<file path="src/rtl/match_controller.sv">
// ---------------------------------------------------------------------------
// match_controller
//
// Referee for a two-player paddle game. Tracks the score, freezes the ball
// before each serve, decides the serve direction, and holds a win screen
// before returning to idle.
//
// Parameters
//   WIN_SCORE    points needed to win the match (1..15)
//   SERVE_FRAMES frame ticks the ball stays frozen before each serve (1..255)
//   HOLD_FRAMES  frame ticks the win screen stays up (1..255)
//
// Ports
//   clk         system clock, rising edge
//   rst_n       asynchronous active-low reset
//   frame_tick  one-cycle pulse per video frame
//   start       debounced start request, honoured only in IDLE
//   point_p1    one-cycle pulse: player 1 scored
//   point_p2    one-cycle pulse: player 2 scored
//   winner      colour of the winning player, 3'b000 when there is none
//   score_p1    player 1 score
//   score_p2    player 2 score
//   game_active high only while the ball may move
//   serve_dir   0 = serve toward player 1, 1 = toward player 2
//   ball_reset  one-cycle pulse commanding the ball back to centre
// ---------------------------------------------------------------------------

`ifndef PLAYER_1_COLOR
`define PLAYER_1_COLOR 3'b100
`endif
`ifndef PLAYER_2_COLOR
`define PLAYER_2_COLOR 3'b001
`endif

module match_controller #(
  parameter int WIN_SCORE    = 7,
  parameter int SERVE_FRAMES = 60,
  parameter int HOLD_FRAMES  = 180
) (
  input  logic       clk,
  input  logic       rst_n,
  input  logic       frame_tick,
  input  logic       start,
  input  logic       point_p1,
  input  logic       point_p2,
  output logic [2:0] winner,
  output logic [3:0] score_p1,
  output logic [3:0] score_p2,
  output logic       game_active,
  output logic       serve_dir,
  output logic       ball_reset
);

  localparam logic [3:0] WIN_VALUE  = 4'(WIN_SCORE);
  localparam logic [7:0] SERVE_LOAD = 8'(SERVE_FRAMES);
  localparam logic [7:0] HOLD_LOAD  = 8'(HOLD_FRAMES);

  typedef enum logic [1:0] {
    IDLE     = 2'd0,
    SERVE    = 2'd1,
    PLAY     = 2'd2,
    WIN_HOLD = 2'd3
  } state_t;

  state_t     state;
  logic [7:0] frame_cnt;

  // Single registered FSM. frame_cnt counts the remaining frame ticks of
  // the current SERVE or WIN_HOLD period; the state advances on the tick
  // that would take it from 1 to 0, i.e. on the N-th tick after loading N.
  always_ff @(posedge clk or negedge rst_n) begin
    if (!rst_n) begin
      state       <= IDLE;
      frame_cnt   <= 8'd0;
      winner      <= 3'b000;
      score_p1    <= 4'd0;
      score_p2    <= 4'd0;
      game_active <= 1'b0;
      serve_dir   <= 1'b0;
      ball_reset  <= 1'b0;
    end else begin
      ball_reset <= 1'b0;

      case (state)
        IDLE: begin
          game_active <= 1'b0;
          winner      <= 3'b000;
          if (start) begin
            state      <= SERVE;
            score_p1   <= 4'd0;
            score_p2   <= 4'd0;
            serve_dir  <= 1'b0;
            ball_reset <= 1'b1;
            frame_cnt  <= SERVE_LOAD;
          end
        end

        SERVE: begin
          if (frame_tick) begin
            if (frame_cnt <= 8'd1) begin
              state       <= PLAY;
              game_active <= 1'b1;
              frame_cnt   <= 8'd0;
            end else begin
              frame_cnt <= frame_cnt - 8'd1;
            end
          end
        end

        PLAY: begin
          // Simultaneous points cancel and the rally is replayed from the
          // same side; a lone point either wins or hands the serve over.
          if (point_p1 && point_p2) begin
            state       <= SERVE;
            game_active <= 1'b0;
            ball_reset  <= 1'b1;
            frame_cnt   <= SERVE_LOAD;
          end else if (point_p1) begin
            score_p1    <= score_p1 + 4'd1;
            game_active <= 1'b0;
            if (score_p1 + 4'd1 == WIN_VALUE) begin
              state     <= WIN_HOLD;
              winner    <= `PLAYER_1_COLOR;
              frame_cnt <= HOLD_LOAD;
            end else begin
              state      <= SERVE;
              serve_dir  <= 1'b1;
              ball_reset <= 1'b1;
              frame_cnt  <= SERVE_LOAD;
            end
          end else if (point_p2) begin
            score_p2    <= score_p2 + 4'd1;
            game_active <= 1'b0;
            if (score_p2 + 4'd1 == WIN_VALUE) begin
              state     <= WIN_HOLD;
              winner    <= `PLAYER_2_COLOR;
              frame_cnt <= HOLD_LOAD;
            end else begin
              state      <= SERVE;
              serve_dir  <= 1'b0;
              ball_reset <= 1'b1;
              frame_cnt  <= SERVE_LOAD;
            end
          end
        end

        WIN_HOLD: begin
          game_active <= 1'b0;
          if (frame_tick) begin
            if (frame_cnt <= 8'd1) begin
              state     <= IDLE;
              winner    <= 3'b000;
              frame_cnt <= 8'd0;
            end else begin
              frame_cnt <= frame_cnt - 8'd1;
            end
          end
        end

        default: begin
          state <= IDLE;
        end
      endcase
    end
  end

endmodule

</file>
<file path="config.mk">
export PLATFORM = sky130hd
export DESIGN_NAME = match_controller
export DESIGN_NICKNAME = d
export VERILOG_FILES = /design/src/rtl/match_controller.sv
export SDC_FILE = /design/constraint.sdc
export NUM_CORES = 1
export LEC_CHECK = 0
export ABC_CLOCK_PERIOD_IN_PS = 1700
export CORE_UTILIZATION = 49
export DETAILED_ROUTE_END_ITERATION = 8
export PLACE_DENSITY = 0.76
export SLEW_MARGIN = 40
export SYNTH_ARGS = -nofsm -noshare
export SYNTH_HDL_FRONTEND = slang
export SYNTH_SLANG_ARGS = --single-unit
</file>
<file path="constraint.sdc">
create_clock -name clk -period 1.7 [get_ports clk]
set_input_delay 0.425 -clock clk [delete_from_list [all_inputs] [get_ports clk]]
set_output_delay 0.425 -clock clk [all_outputs]
set_load 0.05 [all_outputs]
</file>
==> metrics.csv <==
metric,value,unit
max_stage_delay,430,ps
powerDensity,1380,nW/um2
wirelength,3680,um
coreArea,2780,um2
setup_viol,5,
layout_common_cells,"buf_4, nand2_1, dfrtp_1",
async_flop_share,100,%
vias,1379,
die_h,56.2,um
drc,0,
outcome,finished with violations,
r2r_cells,7,
portBuffers,18,
diodes,0,
crit_family,compound AO/OA/AOI/OAI gates,
critical_path_buf_inv_count,2,
synth_nets,173,
critPathArrivalTime,1970,ps
drive_gt1_share,40.1,%
final_common_cell,buf_4,
clkSinkCount,23,
crit_type,reg -> reg,
drv_cap,0,
fillers,202,
grt_pass1_vias,1335,
die-area,3160,um2
hold_viol_final,0,
cp-end-kind,flop,
grt_remaining_overflow,0,
synth-edff-count,0,
gp_congestion,0.875,
vias_per_cell,5.67,
fin_worst_skew,9.67,ps
cts_buffers,3,
synth_seq_cells,23,
timing.rr.start,score_p1[0],
final.min_clock_period,1750,ps
die_w,56.2,um
netlist_area,1440,um2
yosys_warnings,0,
grt_pass1_wl,5980,um
gr-usage-all-layers,24.4,%
wl_per_cell,15.1,um
insertion_delay,330,ps
violations,setup timing,
root_buffer,clkbuf_4,
power,0.00292,W
period_share,103,%
rsz0062_at_grt,true,
finalMaxSlewViolations,0,
avgSynthCellArea,8.95,um2
crit_chain,"buf_6, nand3_2, o2111a_1, a22oi_2, nor2_2, a222oi_1, inv_1",
cp-endpoint,frame_cnt[7],
critPathMaxFanout,5,
tns,-140,ps
nets,225,
start_util,51.8,%
drt_first_pass_iters,4,
ant_nets,0,
rows,19,
yosysUniqueCellTypes,45,
cp.depth,7,
r2r_slack,-50,ps
place_hpwl,2650,um
drt_iter0_drc,37,
grt_max_degree,24,
cts_tree,built,
syn2layout_area_growth,46.8,%
htree_levels,1,
antenna_found_initial,0,
worst_setup_path_start_kind,flop,
cts_hold_buf,0,
ys_dominant_reg_cell,dfrtp_1,
synthCells,161,
fmax,572,MHz
peakVddDrop,0.00124,V
crit_slowest_cell,dfrtp_2,
cp.required,1920,ps
clk_pin_slew,130,ps
finalWorstSetupSlack,-48.2,ps
reg2reg_to,frame_cnt[7],
ys_seq_area_share,39.9,%
ios,20,
place_ws,-358,ps
hold_path_class,in -> async,
clk_path_buf_depth,2,
holdWs,434,ps
crit_path_start,score_p1[0],
leakage,0.937,nW
==> worst min path at each step <==
stage / depth (start not counted) / slack (ps) / endpoint / start
after floorplan: 0 / 130 / ball_reset / rst_n
after global placement: 1 / 500 / frame_cnt[4] / frame_cnt[4]
after detailed placement: 1 / 520 / frame_cnt[4] / frame_cnt[4]
after CTS: 2 / 440 / score_p2[3] / rst_n
after global routing: 2 / 450 / score_p2[0] / rst_n
final: 2 / 430 / score_p2[3] / rst_n
==> power by group <==
| group | switching [W] | internal, W |
|---|---|---|
| clock | 0.000177 | 0.0000922 |
| sequential | 0.000251 | 0.000735 |
| combinational | 0.000815 | 0.000846 |
==> per-layer routing <==
metal | up-vias | global-route usage, % | routed length (um)
li1 | 666 | - | -
met1 | 675 | 31.0 | 1550
met2 | 33 | 40.6 | 1930
met3 | 5 | 3.95 | 143
met4 | 0 | 11.5 | 58
met5 | - | 0 | 0
==> stage by stage <==
| step | util [%] | instances | area (um2) |
|---|---|---|---|
| after detailed placement | 72.8 | 238 | 2020 |
| final | 76.1 | 243 | 2120 |
| after global routing | 76.1 | 243 | 2120 |
| after global placement | 72.8 | 238 | 2020 |
| after CTS | 74.6 | 243 | 2080 |
| after floorplan | - | 161 | 1460 |
==> cell type report <==
class	count	area (um2)	area share, %
clock buffers	4	26.3	1.24
inverters	6	22.5	1.06
multi-input cells	123	855	40.4
flip-flops and latches	23	584	27.6
well taps	31	38.8	1.83
repair buffers	56	589	27.9
==> Yosys cell counts, types with 2 or more instances <==
master,number,share of area [%]
buf_4,2,1.0
o31ai_1,3,1.6
a21o_1,5,2.6
and2_1,2,0.87
nand2_1,20,5.2
o211ai_1,4,2.1
clkbuf_1,3,0.78
xor2_1,2,1.2
nor2b_1,2,0.87
a211oi_2,2,1.7
ha_1,6,5.2
buf_2,3,1.0
a21oi_1,3,1.0
o21ai_1,4,1.4
nand3_1,7,2.4
nor2_1,15,3.9
nand2b_1,5,2.2
a22o_1,3,1.8
dfrtp_1,23,40
inv_1,6,1.6
xnor2_1,3,1.8
nor3_1,3,1.0
o21ai_0,13,4.5
==> timing repair <==
| action | 4_1_cts | 5_1_grt |
|---|---|---|
| hold endpoints to repair | 0 | 0 |
| gates cloned | 0 | 0 |
| resized for setup | 6 | 12 |
| buffers inserted | 1 | 0 |
| setup endpoints to repair | 5 | 16 |
| pin swaps | 4 | 12 |
==> flip-flops by register name (all words and copies together), names as in the netlist <==
register	count
ball_reset	1
game_active	1
state	2
serve_dir	1
frame_cnt	8
score_p1	4
winner	2
score_p2	4
==> logic make-up (layout without fill, tap and decap cells) <==
family	count (synthesis)	count (layout)	share of synthesized area [%]
AO/OA/AOI/OAI	46	46	22.7
XOR/XNOR	5	5	3.04
buffers and inverters	15	66	5.21
flip-flops	23	23	39.9
other	1	1	0.260
AND/OR/NAND/NOR	65	65	23.7
adder cells (fa/ha/maj)	6	6	5.21
(Power assumes the default switching activity.)
